===== src/rtl/spi_ram_pkg.sv =====
// Shared definitions for the SPI command master and its shift register.
package spi_ram_pkg;

   localparam int unsigned DATA_W  = 8;
   localparam int unsigned CMD_W   = 2;
   localparam int unsigned FRAME_W = CMD_W + DATA_W;
   localparam int unsigned CNT_W   = 4;

   localparam logic [CMD_W-1:0] CMD_WR_ADDR = 2'b00;
   localparam logic [CMD_W-1:0] CMD_WR_DATA = 2'b01;
   localparam logic [CMD_W-1:0] CMD_RD_ADDR = 2'b10;
   localparam logic [CMD_W-1:0] CMD_RD_DATA = 2'b11;

   localparam logic [2:0] ST_IDLE = 3'd0;
   localparam logic [2:0] ST_LEAD = 3'd1;
   localparam logic [2:0] ST_TX   = 3'd2;
   localparam logic [2:0] ST_TURN = 3'd3;
   localparam logic [2:0] ST_RX   = 3'd4;
   localparam logic [2:0] ST_END  = 3'd5;
   localparam logic [2:0] ST_GAP  = 3'd6;

   typedef struct packed {
      logic [CMD_W-1:0]  cmd;
      logic [DATA_W-1:0] data;
   } frame_t;

endpackage


===== src/rtl/spi_shift_reg.sv =====
// Frame shift register: parallel load / MSB-first serial out, serial in with
// a look-ahead of the received byte as it will stand after the current shift.
module spi_shift_reg
   import spi_ram_pkg::*;
(
   input  logic               clk,
   input  logic               rst_n,
   input  logic               load,
   input  logic               shift,
   input  logic [FRAME_W-1:0] pdata,
   input  logic               sin,
   output logic               sout,
   output logic [DATA_W-1:0]  rx_byte
);

   logic [FRAME_W-1:0] sr_q;

   always_ff @(posedge clk) begin
      if (!rst_n) begin
         sr_q <= '0;
      end else if (load) begin
         sr_q <= pdata;
      end else if (shift) begin
         sr_q <= {sr_q[FRAME_W-2:0], sin};
      end
   end

   assign sout    = sr_q[FRAME_W-1];
   assign rx_byte = {sr_q[DATA_W-2:0], sin};

endmodule


===== src/rtl/spi_master_ctrl.sv =====
// Command-side SPI master: frames {cmd,wdata} onto SS_n/MOSI, one bit per clk,
// and collects the 8-bit MISO reply for read-data commands.
module spi_master_ctrl
   import spi_ram_pkg::*;
#(
   parameter int unsigned LEAD_CYCLES = 1,
   parameter int unsigned TURN_CYCLES = 2,
   parameter int unsigned GAP_CYCLES  = 1
) (
   input  logic              clk,
   input  logic              rst_n,
   input  logic              start,
   input  logic [CMD_W-1:0]  cmd,
   input  logic [DATA_W-1:0] wdata,
   output logic              ready,
   output logic              done,
   output logic [DATA_W-1:0] rdata,
   output logic              SS_n,
   output logic              MOSI,
   input  logic              MISO
);

   logic [2:0]        state_q, state_nxt;
   logic [CNT_W-1:0]  cnt_q, cnt_nxt;
   logic [CMD_W-1:0]  cmd_q, cmd_nxt;
   logic              load_c, shift_c, last_c, sout;
   logic              ready_nxt, done_nxt, ss_n_nxt, mosi_nxt;
   logic [DATA_W-1:0] rx_byte;
   frame_t            frame_c;

   assign frame_c = '{cmd: cmd, data: wdata};
   assign last_c  = (cnt_q == '0);

   spi_shift_reg u_shift (
      .clk     (clk),
      .rst_n   (rst_n),
      .load    (load_c),
      .shift   (shift_c),
      .pdata   (frame_c),
      .sin     (MISO),
      .sout    (sout),
      .rx_byte (rx_byte)
   );

   // Next state, shared down-counter, and next values of the registered outputs
   always_comb begin
      state_nxt = state_q;
      cnt_nxt   = cnt_q;
      cmd_nxt   = cmd_q;
      load_c    = 1'b0;
      case (state_q)
         ST_IDLE: begin
            if (start) begin
               state_nxt = ST_LEAD;
               cnt_nxt   = CNT_W'(LEAD_CYCLES - 1);
               cmd_nxt   = cmd;
               load_c    = 1'b1;
            end
         end
         ST_LEAD: begin
            if (last_c) begin
               state_nxt = ST_TX;
               cnt_nxt   = CNT_W'(FRAME_W - 1);
            end else begin
               cnt_nxt = cnt_q - CNT_W'(1);
            end
         end
         ST_TX: begin
            if (!last_c) begin
               cnt_nxt = cnt_q - CNT_W'(1);
            end else if (cmd_q == CMD_RD_DATA) begin
               state_nxt = ST_TURN;
               cnt_nxt   = CNT_W'(TURN_CYCLES - 1);
            end else begin
               state_nxt = ST_END;
            end
         end
         ST_TURN: begin
            if (last_c) begin
               state_nxt = ST_RX;
               cnt_nxt   = CNT_W'(DATA_W - 1);
            end else begin
               cnt_nxt = cnt_q - CNT_W'(1);
            end
         end
         ST_RX: begin
            if (last_c) begin
               state_nxt = ST_END;
            end else begin
               cnt_nxt = cnt_q - CNT_W'(1);
            end
         end
         ST_END: begin
            state_nxt = ST_GAP;
            cnt_nxt   = CNT_W'(GAP_CYCLES - 1);
         end
         ST_GAP: begin
            // ready is already high on the last gap cycle, so a start here is taken
            if (!last_c) begin
               cnt_nxt = cnt_q - CNT_W'(1);
            end else if (start) begin
               state_nxt = ST_LEAD;
               cnt_nxt   = CNT_W'(LEAD_CYCLES - 1);
               cmd_nxt   = cmd;
               load_c    = 1'b1;
            end else begin
               state_nxt = ST_IDLE;
            end
         end
         default: begin
            state_nxt = ST_IDLE;
            cnt_nxt   = '0;
         end
      endcase

      shift_c   = (state_nxt == ST_TX) || (state_q == ST_RX);
      ready_nxt = (state_nxt == ST_IDLE) || ((state_nxt == ST_GAP) && (cnt_nxt == '0));
      ss_n_nxt  = (state_nxt == ST_IDLE) || (state_nxt == ST_GAP);
      mosi_nxt  = (state_nxt == ST_TX) ? sout : 1'b0;
      done_nxt  = (state_nxt == ST_END);
   end

   always_ff @(posedge clk) begin
      if (!rst_n) begin
         state_q <= ST_IDLE;
         cnt_q   <= '0;
         cmd_q   <= '0;
         ready   <= 1'b1;
         done    <= 1'b0;
         rdata   <= '0;
         SS_n    <= 1'b1;
         MOSI    <= 1'b0;
      end else begin
         state_q <= state_nxt;
         cnt_q   <= cnt_nxt;
         cmd_q   <= cmd_nxt;
         ready   <= ready_nxt;
         done    <= done_nxt;
         SS_n    <= ss_n_nxt;
         MOSI    <= mosi_nxt;
         if ((state_q == ST_RX) && last_c) begin
            rdata <= rx_byte;
         end
      end
   end

endmodule


===== config.mk =====
export PLATFORM = sky130hd
export DESIGN_NAME = spi_master_ctrl
export DESIGN_NICKNAME = d
export VERILOG_FILES = /design/src/rtl/spi_ram_pkg.sv /design/src/rtl/spi_shift_reg.sv /design/src/rtl/spi_master_ctrl.sv
export SDC_FILE = /design/constraint.sdc
export NUM_CORES = 1
export LEC_CHECK = 0
export CORE_MARGIN = 2
export CORE_UTILIZATION = 53
export DETAILED_ROUTE_END_ITERATION = 8
export GPL_TIMING_DRIVEN = 0
export PLACE_DENSITY = 0.79
export SYNTH_ARGS = -nofsm -noshare
export SYNTH_HDL_FRONTEND = slang
export SYNTH_SLANG_ARGS = --single-unit

===== constraint.sdc =====
create_clock -name clk -period 2.6 [get_ports clk]
set_clock_uncertainty 0.15 [all_clocks]
set_input_delay 0.52 -clock clk [delete_from_list [all_inputs] [get_ports clk]]
set_output_delay 0.52 -clock clk [all_outputs]
set_load 0.01 [all_outputs]

==> metrics.yaml, run 1 <==
clock_tree:
  cts.sinks: 31
  cts_tree: "built"
  clk_pin_slew_ns: 0.10
  cts_buffer_depth: 2
  h-tree-depth: 2
  clock_latency_ns: 0.33
  holdBufCountCts: 0
  numCtsBuffers: 5
  ctsRootBufferMaster: "clkbuf_4"
routing:
  drt_iter0_drc: 102
  wl_um: 4150
  detail-route-antenna-nets: 0
  vias_per_cell: 6.00
  first_pass_iters: 4
  drc_errors: 0
  vias: 1591
  drt-wirelength-per-cell_um: 15.6
sta:
  timing.fmax_mhz: 401
  period_needed_ns: 2.50
  rsz0062_at_grt: "false"
  relSlewSlack_pct: 56.8
  worstMarginPinSlew_ns: 0.648
  fin_ws_ns: 0.105
  finalSetupTns_ns: 0
  setup_violations: 0
  finalCritPeriodShare_pct: 96.0
  slew_viol_final: 0
  hold_viol: 0
power_and_ir_drop:
  power.density_mw_per_mm2: 1290
  peakVddDrop_v: 0.000581
  p_leak_nw: 0.798
  fin_total_pwr_w: 0.00258
finish:
  utilization_pct: 67.0
  drive_above_1_share_pct: 12.9
  layout_commonest_cell: "nand2_1"
  finalNetCount: 247
  finish.instance_area_sq_mm: 0.00200
  final_cell_mix: "34 x nand2_1, 31 x dfxtp_1, 25 x clkdlybuf4s50_1"
  diodes: 0
  area_growth_pct: 22.4
floorplan:
  io_pins: 26
  coreArea_sq_mm: 0.00298
  fp.dieW_um: 59.5
  start_util_pct: 54.7
  rows: 20
  die_area_sq_mm: 0.00354
  fp.dieH_um: 59.5
setup_path:
  critPathMaxFanout: 10
  crit_path_end_kind: "flop"
  critPathKind: "reg -> reg"
  reg2reg_slack_ns: 0.10
  required_ns: 2.73
  critPathArrivalTime_ns: 2.62
  start_kind: "flop"
global_route:
  track_usage_pct: 25.7
  antenna_found_initial: 0
  grt.overflow.total: 0
  grt_max_degree: 11
  first_global_vias: 1465
  grt_pass1_wl_um: 6760
synth:
  ys_types: 44
  synth_enable_flop_cells: 0
  syn_area_sq_mm: 0.00163
  ys_seq_area_share_pct: 38.1
  yosys_warnings: 0
  ys_ff_latch: 31
  synth_nets: 212
  avgSynthCellArea_sq_um: 8.32
  ys.flop_type: "dfxtp_1"
  ys_async_sr_fraction_pct: 0
  netlist_instances: 196
min_path:
  hold_path_class: "reg -> reg"
placement:
  gp_congestion: 0.914
  preCtsSetupSlack_ns: 0.0486
  place_hpwl_um: 2980
  numPortBuffers: 25
  placed_area_sq_mm: 0.00192
outcome:
  run_status: "finished, final reports clean"
run:
  cap_violations: 0
-- layout make-up --
| class | instances | area, sq um |
|---|---|---|
| buffer | 14 | 66.3 |
| clock buffer | 7 | 45.0 |
| clock inverter | 1 | 5.00 |
| fill | 247 | 982 |
| inverter | 7 | 28.8 |
| multi-input combinational | 144 | 916 |
| sequential | 31 | 621 |
| tap | 33 | 41.3 |
| timing repair buffer | 28 | 273 |
-- critical path: stages (launching register included) --
cell	delay [ns]
dfxtp_1	0.38
inv_1	0.11
ha_1	0.24
nor3b_4	0.36
inv_4	0.12
ha_1	0.30
a221oi_1	0.30
o311ai_1	0.19
nand2_1	0.11
a41o_1	0.17
-- what timing repair did --
| item | in CTS | in global routing |
|---|---|---|
| endpoints found under the setup margin | 0 | 9 |
| buffers inserted | 0 | 3 |
| hold endpoints to repair | 0 | 0 |
| resized for setup | 0 | 2 |
-- cells by family (layout without fill, tap and decap cells) --
group                    Yosys count  in the layout  synth area share (%)
XOR/XNOR                           2              2                  1.07
flip-flops                        31             31                  38.1
AND/OR/NAND/NOR                   86             86                  25.3
AO/OA/AOI/OAI                     46             46                  23.4
buffers and inverters             21             57                  5.76
adder cells (fa/ha/maj)            2              2                  1.53
multiplexers                       8              8                  4.91
-- Yosys cell counts (2+ instances only) --
| library cell | instances | area (sq um) |
|---|---|---|
| nand2_1 | 34 | 128 |
| dfxtp_1 | 31 | 621 |
| nor2_1 | 20 | 75.1 |
| nor3_1 | 12 | 60.1 |
| a21oi_1 | 9 | 45.0 |
| a311oi_2 | 9 | 135 |
| clkbuf_1 | 9 | 33.8 |
| mux2i_1 | 8 | 80.1 |
| inv_1 | 6 | 22.5 |
| nand3_1 | 6 | 30.0 |
| o21ai_0 | 6 | 30.0 |
| a31oi_1 | 4 | 25.0 |
| buf_2 | 4 | 20.0 |
| and3_1 | 3 | 18.8 |
| o22ai_1 | 3 | 18.8 |
| ha_1 | 2 | 25.0 |
| nor2b_1 | 2 | 12.5 |
| xnor2_1 | 2 | 17.5 |
-- metrics by stage --
stage          std cells  hold slack [ns]
6_report             265            0.348
5_1_grt              265            0.364
4_1_cts              262            0.343
3_5_place_dp         254            0.321
3_3_place_gp         254            0.316
2_1_floorplan        196            0.300
-- state kept, by name, summed over array words and instances, names as in the netlist --
| signal | count |
|---|---|
| done | 1 |
| cmd_q | 2 |
| MOSI | 1 |
| u_shift.sr_q | 10 |
| rdata | 8 |
| cnt_q | 4 |
| state_q | 3 |
| ready | 1 |
| SS_n | 1 |
-- power breakdown --
group          internal [W]  switching, W
sequential         0.000605      0.000109
combinational      0.000679      0.000923
clock              0.000105      0.000164
total               0.00139       0.00120
-- final timing paths --
check / cells past startpoint / end / start
max: 9 / ready / cnt_q[0]
min: 2 / u_shift.sr_q[8] / u_shift.sr_q[7]
max reg2reg: 9 / ready / cnt_q[0]
min reg2reg: 2 / u_shift.sr_q[8] / u_shift.sr_q[7]
-- layer usage --
metal / vias to the layer above / global-route usage (%) / wire [um]
met4: 0 / 10.7 / 86
met5: - / 0 / 0
met1: 741 / 30.0 / 1720
met3: 9 / 6.33 / 280
met2: 66 / 44.4 / 2060
li1: 775 / - / -
Power figures use the tool's default switching activity.
==> run 2: changes to the inputs <==
--- a/config.mk
+++ b/config.mk
@@ -10,6 +10,7 @@
 export DETAILED_ROUTE_END_ITERATION = 8
 export GPL_TIMING_DRIVEN = 0
 export PLACE_DENSITY = 0.79
+export SETUP_SLACK_MARGIN = 0.2
 export SYNTH_ARGS = -nofsm -noshare
 export SYNTH_HDL_FRONTEND = slang
 export SYNTH_SLANG_ARGS = --single-unit
==> run 2 against run 1 <==
Against the previous run:
- clock power barely moved
- first-iteration DRC count grew 12%
- global-route usage grew 0.14 points
- fmax is 9.2% higher
- worst setup slack improved by 0.21 ns
- non-clock buffer count fell by 2
- highest routed layer unchanged
==> metrics.yaml, run 2 (same netlist as run 1, synthesis figures left out) <==
setup_path:
  reg2reg_from: "cnt_q[0]"
  required_ns: 2.68
  reg2reg_slack_ns: 0.31
  crit_path_end_kind: "flop"
  critPathArrivalTime_ns: 2.37
  critPathKind: "reg -> reg"
  critPathMaxFanout: 10
  start_kind: "flop"
  r2r_cells: 8
  r2r_end: "u_shift.sr_q[5]"
power_and_ir_drop:
  p_leak_nw: 0.794
  power.density_mw_per_mm2: 1290
  peakVddDrop_v: 0.000583
global_route:
  grt_pass1_wl_um: 6790
  antenna_found_initial: 0
  first_global_vias: 1470
  grt_max_degree: 11
  track_usage_pct: 25.8
  grt.overflow.total: 0
floorplan:
  start_util_pct: 54.7
  fp.dieW_um: 59.5
  io_pins: 26
  die_area_sq_mm: 0.00354
  rows: 20
  fp.dieH_um: 59.5
  coreArea_sq_mm: 0.00298
sta:
  slew_viol_final: 0
  finalSetupTns_ns: 0
  timing.fmax_mhz: 438
  finalCritPeriodShare_pct: 87.9
  rsz0062_at_grt: "false"
  relSlewSlack_pct: 56.2
  worstMarginPinSlew_ns: 0.657
  hold_viol: 0
  fin_ws_ns: 0.314
  period_needed_ns: 2.29
  setup_violations: 0
min_path:
  hold_end: "u_shift.sr_q[8]"
  hold_path_class: "reg -> reg"
  hold_depth: 2
  holdCritStartpoint: "u_shift.sr_q[7]"
finish:
  finalNetCount: 245
  largest_reg_flops: 10
  area_growth_pct: 22.4
  finish.instance_area_sq_mm: 0.00200
  layout_commonest_cell: "nand2_1"
  diodes: 0
  n_fill_cell: 249
  final_cell_mix: "34 x nand2_1, 30 x dfxtp_1, 25 x clkdlybuf4s50_1"
  drive_above_1_share_pct: 14.3
  top_register: "u_shift.sr_q"
  largestRegisters: "u_shift.sr_q: 10 flops, rdata: 8 flops, cnt_q: 4 flops"
  multi_input_area_sq_um: 928
  regArea_sq_um: 622
routing:
  first_pass_iters: 5
  drc_errors: 0
  vias_per_cell: 6.12
  detail-route-antenna-nets: 0
  drt_iter0_drc: 114
  drt-wirelength-per-cell_um: 15.8
  vias: 1610
  wl_um: 4150
run:
  cap_violations: 0
placement:
  numPortBuffers: 25
  place_hpwl_um: 2980
  placed_area_sq_mm: 0.00192
  gp_congestion: 0.914
  preCtsSetupSlack_ns: 0.0486
clock_tree:
  ctsRootBufferMaster: "clkbuf_4"
  cts.sinks: 31
  cts_buffer_depth: 2
  clk_pin_slew_ns: 0.10
  h-tree-depth: 2
  cts_tree: "built"
  clock_latency_ns: 0.33
  numCtsBuffers: 5
outcome:
  run_status: "finished, final reports clean"
[run 2: cell types whose count changed in the layout (fill, tap and decap cells not counted)]
cell / before / now
buf_4: 3 / 1
a221oi_1: 1 / 0
a221oi_2: 0 / 1
clkbuf_1: 10 / 9
clkbuf_2: 1 / 2
dfxtp_1: 31 / 30
dfxtp_2: 0 / 1
ha_1: 2 / 1
ha_2: 0 / 1
o21ai_1: 1 / 0
o21ai_2: 0 / 1
[run 2: timing repair]
item / CTS / global route
pin swaps: 0 / 1
resized for setup: 1 / 6
endpoints found under the setup margin: 11 / 15
buffers inserted: 1 / 0
hold buffers: 0 / 0
[run 2: critical path: stages (launching register included)]
cell and delay, ns:
dfxtp_2 0.36, inv_1 0.09, ha_2 0.22, nor4bb_1 0.34, o21ai_0 0.13, a31oi_1 0.28
clkbuf_2 0.27, nor3_1 0.08, a311oi_2 0.26
[run 2: cell type report]
cell class | instances | area share, %
timing repair buffer | 26 | 12.9
buffer | 14 | 3.39
sequential | 31 | 31.2
inverter | 7 | 1.44
tap | 33 | 2.07
multi-input combinational | 144 | 46.5
clock buffer | 7 | 2.26
clock inverter | 1 | 0.251
[run 2: worst max-delay path by stage]
stage / startpoint / end / slack [ns]
final: cnt_q[0] / u_shift.sr_q[5] / 0.31
after CTS: cnt_q[0] / ready / 0.25
after floorplan: cnt_q[0] / ready / 0.44
after global placement: start / u_shift.sr_q[5] / 0.09
after global routing: cnt_q[0] / ready / 0.21
after detailed placement: start / u_shift.sr_q[5] / 0.05
[run 2: where the power goes]
part           switching, W  internal [W]
logic              0.000932      0.000654
registers          0.000108      0.000607
clock network      0.000164      0.000105
total               0.00120       0.00137
[run 2: per-layer routing]
layer  global-route usage (%)  wire length (um)  vias up
met4                     10.7               139        0
met1                     30.1              1750      754
met5                        0                 0        -
met2                     44.7              2010       65
met3                     6.33               255       17
li1                         -                 -      774
[run 2: metrics by stage]
stage          utilization, %  hold slack, ns  cells  total power [W]
2_1_floorplan               -           0.300    196          0.00185
3_3_place_gp             64.5           0.316    254          0.00215
3_5_place_dp             64.5           0.321    254          0.00221
4_1_cts                  66.5           0.343    263          0.00252
5_1_grt                  67.0           0.364    263          0.00277
6_report                 67.0           0.345    263          0.00257
==> run 3: changes to the inputs <==
--- a/config.mk
+++ b/config.mk
@@ -5,11 +5,14 @@
 export SDC_FILE = /design/constraint.sdc
 export NUM_CORES = 1
 export LEC_CHECK = 0
+export ABC_AREA = 1
+export CELL_PAD_IN_SITES_DETAIL_PLACEMENT = 1
+export CELL_PAD_IN_SITES_GLOBAL_PLACEMENT = 2
 export CORE_MARGIN = 2
-export CORE_UTILIZATION = 53
+export CORE_UTILIZATION = 28
 export DETAILED_ROUTE_END_ITERATION = 8
 export GPL_TIMING_DRIVEN = 0
-export PLACE_DENSITY = 0.79
+export PLACE_DENSITY_LB_ADDON = 0.1
 export SETUP_SLACK_MARGIN = 0.2
 export SYNTH_ARGS = -nofsm -noshare
 export SYNTH_HDL_FRONTEND = slang
==> run 3 against run 2 <==
Against the previous run:
- via count grew 2.9%
- fmax grew 3.0%
- routed wire length grew 17%
- global-route usage shrank 9.3 points
- count of clock-buffer cells in the layout is the same
- critical path depth grew 4
- sequential power is essentially flat
- synthesized area grew 1.0%
- utilization shrank 30 points
- worst setup slack gained 0.067 ns
- combinational power grew 3%
- worst hold slack lost 0.035 ns
- critical endpoint is now ready
- largest cell class unchanged
==> metrics.yaml, run 3 <==
clock_tree:
  holdBufCountCts: 0
  cts_resized: 0
  clock_latency_ns: 0.29
  postCtsSetupRepairBufs: 0
  clk_pin_slew_ns: 0.08
  cts_buffer_depth: 2
  numCtsBuffers: 5
  h-tree-depth: 2
  cts.sinks: 31
  cts_tree: "built"
  ctsRootBufferMaster: "clkbuf_8"
placement:
  placed_area_sq_mm: 0.00199
  place_hpwl_um: 3610
  numPortBuffers: 25
  gp_congestion: 0.807
  dp_cells: 348
synth:
  synth_common_cells: "62 x nand2_1, 31 x dfxtp_1, 27 x nand3_1, 27 x nor2_1, 23 x o21ai_0"
  ys_ff_latch: 31
  ys_seq_area_share_pct: 37.7
  yosys_warnings: 0
  yosysTopAreaCell: "dfxtp_1"
  synth_enable_flop_cells: 0
  yosysTopAreaCellShare_pct: 37.7
  synth_nets: 267
  synthTopCellsByArea: "dfxtp_1 38%, nand2_1 14%, nand3_1 8.2%, o21ai_0 7.0%, a21oi_1 6.7%"
  netlist_instances: 251
  ys_async_sr_fraction_pct: 0
  ys_types: 26
  ys.flop_type: "dfxtp_1"
  syn_area_sq_mm: 0.00165
  avgSynthCellArea_sq_um: 6.56
  yosysMostFrequentCell: "nand2_1"
finish:
  final_cells: 356
  area_growth_pct: 27.1
  finish.instance_area_sq_mm: 0.00209
  final_cell_mix: "62 x nand2_1, 31 x dfxtp_1, 27 x nand3_1, 27 x nor2_1, 25 x clkdlybuf4s50_1"
  diodes: 0
  drive_above_1_share_pct: 11.6
  layout_commonest_cell: "nand2_1"
  largest_reg_flops: 10
  largestRegisters: "u_shift.sr_q: 10 flops, rdata: 8 flops, cnt_q: 4 flops"
  finalNetCount: 299
  top_register: "u_shift.sr_q"
global_route:
  antenna_found_initial: 0
  grt.overflow.total: 0
  first_global_vias: 1619
  grt_pass1_wl_um: 8090
  track_usage_pct: 16.5
  grt_max_degree: 11
floorplan:
  fp.dieW_um: 80.7
  start_util_pct: 29.4
  coreArea_sq_mm: 0.00561
  io_pins: 26
  fp.dieH_um: 80.7
  rows: 27
  die_area_sq_mm: 0.00651
sta:
  finalSetupTns_ns: 0
  worstMarginPinSlew_ns: 0.463
  relSlewSlack_pct: 69.1
  slew_viol_final: 0
  finalCritPeriodShare_pct: 85.3
  timing.fmax_mhz: 451
  rsz0062_at_grt: "false"
  setup_violations: 0
  hold_viol: 0
  period_needed_ns: 2.22
routing:
  drt_iter0_drc: 58
  detail-route-antenna-nets: 0
  drc_errors: 0
  drt-wirelength-per-cell_um: 13.7
  wl_um: 4870
  vias: 1656
  vias_per_cell: 4.65
  first_pass_iters: 4
setup_path:
  critPathArrivalTime_ns: 2.29
  required_ns: 2.68
  critPathMaxFanout: 10
  crit_path_end_kind: "flop"
  reg2reg_slack_ns: 0.38
  critPathKind: "reg -> reg"
  start_kind: "flop"
power_and_ir_drop:
  power.density_mw_per_mm2: 1340
  p_leak_nw: 0.968
  peakVddDrop_v: 0.000447
run:
  cap_violations: 0
outcome:
  run_status: "finished, final reports clean"
min_path:
  hold_path_class: "reg -> reg"
==> run 3: cell types whose count changed in the layout (fill, tap and decap cells not counted), sizes merged, moves of 9 or more <==
cell	before	now
nand3	7	29
inv	7	27
nor2	20	30
nor3	13	2
a311oi	9	0
nand2	34	64
o21ai	7	23
a21oi	9	23
==> run 3: final cells by class <==
type / count / area (sq um)
Timing Repair Buffer: 25 / 250
Sequential cell: 31 / 621
Tap cell: 72 / 90.1
Clock inverter: 1 / 7.51
Multi-Input combinational cell: 182 / 855
Buffer: 11 / 71.3
Clock buffer: 7 / 96.3
Fill cell: 751 / 3520
Inverter: 27 / 101
==> run 3: cell families (layout without fill, tap and decap cells) <==
group                    Yosys count  after routing  synth area share (%)
adder cells (fa/ha/maj)            2              2                  1.52
AO/OA/AOI/OAI                     50             50                  15.9
buffers and inverters             38             71                  10.4
flip-flops                        31             31                  37.7
AND/OR/NAND/NOR                  130            130                  34.5
==> run 3: final timing paths <==
| kind | start | to | cells after the start |
|---|---|---|---|
| min reg2reg | u_shift.sr_q[9] | MOSI | 2 |
| min | u_shift.sr_q[9] | MOSI | 2 |
| max | cnt_q[0] | ready | 12 |
| max reg2reg | cnt_q[0] | ready | 12 |
==> run 3: worst max-delay path, cell delays in order (launching register included) <==
cell and delay [ns]:
dfxtp_1 0.35, inv_1 0.15, ha_1 0.23, nand3_2 0.11, buf_4 0.19, ha_1 0.27
nand2_1 0.06, nand2_1 0.04, a21oi_1 0.12, nand3_1 0.11, nor2_1 0.19, nand3_1 0.10
nand2_1 0.08
==> run 3: power by group <==
group	switching [W]	leakage (nW)	total [W]	internal, W
clock	0.000201	0.0505	0.000442	0.000241
sequential	0.0000795	0.254	0.000712	0.000633
combinational	0.00102	0.664	0.00164	0.000619
==> run 3: through the flow <==
stage	total power, W	setup slack (ns)	utilization, %	hold slack [ns]
finish	0.00280	0.381	37.3	0.310
global route	0.00310	0.231	37.3	0.355
CTS	0.00283	0.372	37.3	0.318
detailed placement	0.00237	0.278	35.4	0.306
global placement	0.00237	0.267	35.4	0.298
floorplan	0.00189	0.698	-	0.273
==> run 3: layer usage <==
layer / share of wire (%) / up-vias / wire [um] / track usage, %
li1: - / 873 / - / -
met1: 56 / 752 / 2750 / 25.7
met2: 40 / 25 / 1940 / 22.5
met3: 2.9 / 6 / 141 / 3.37
met4: 1.0 / 0 / 49 / 4.58
met5: 0 / - / 0 / 0
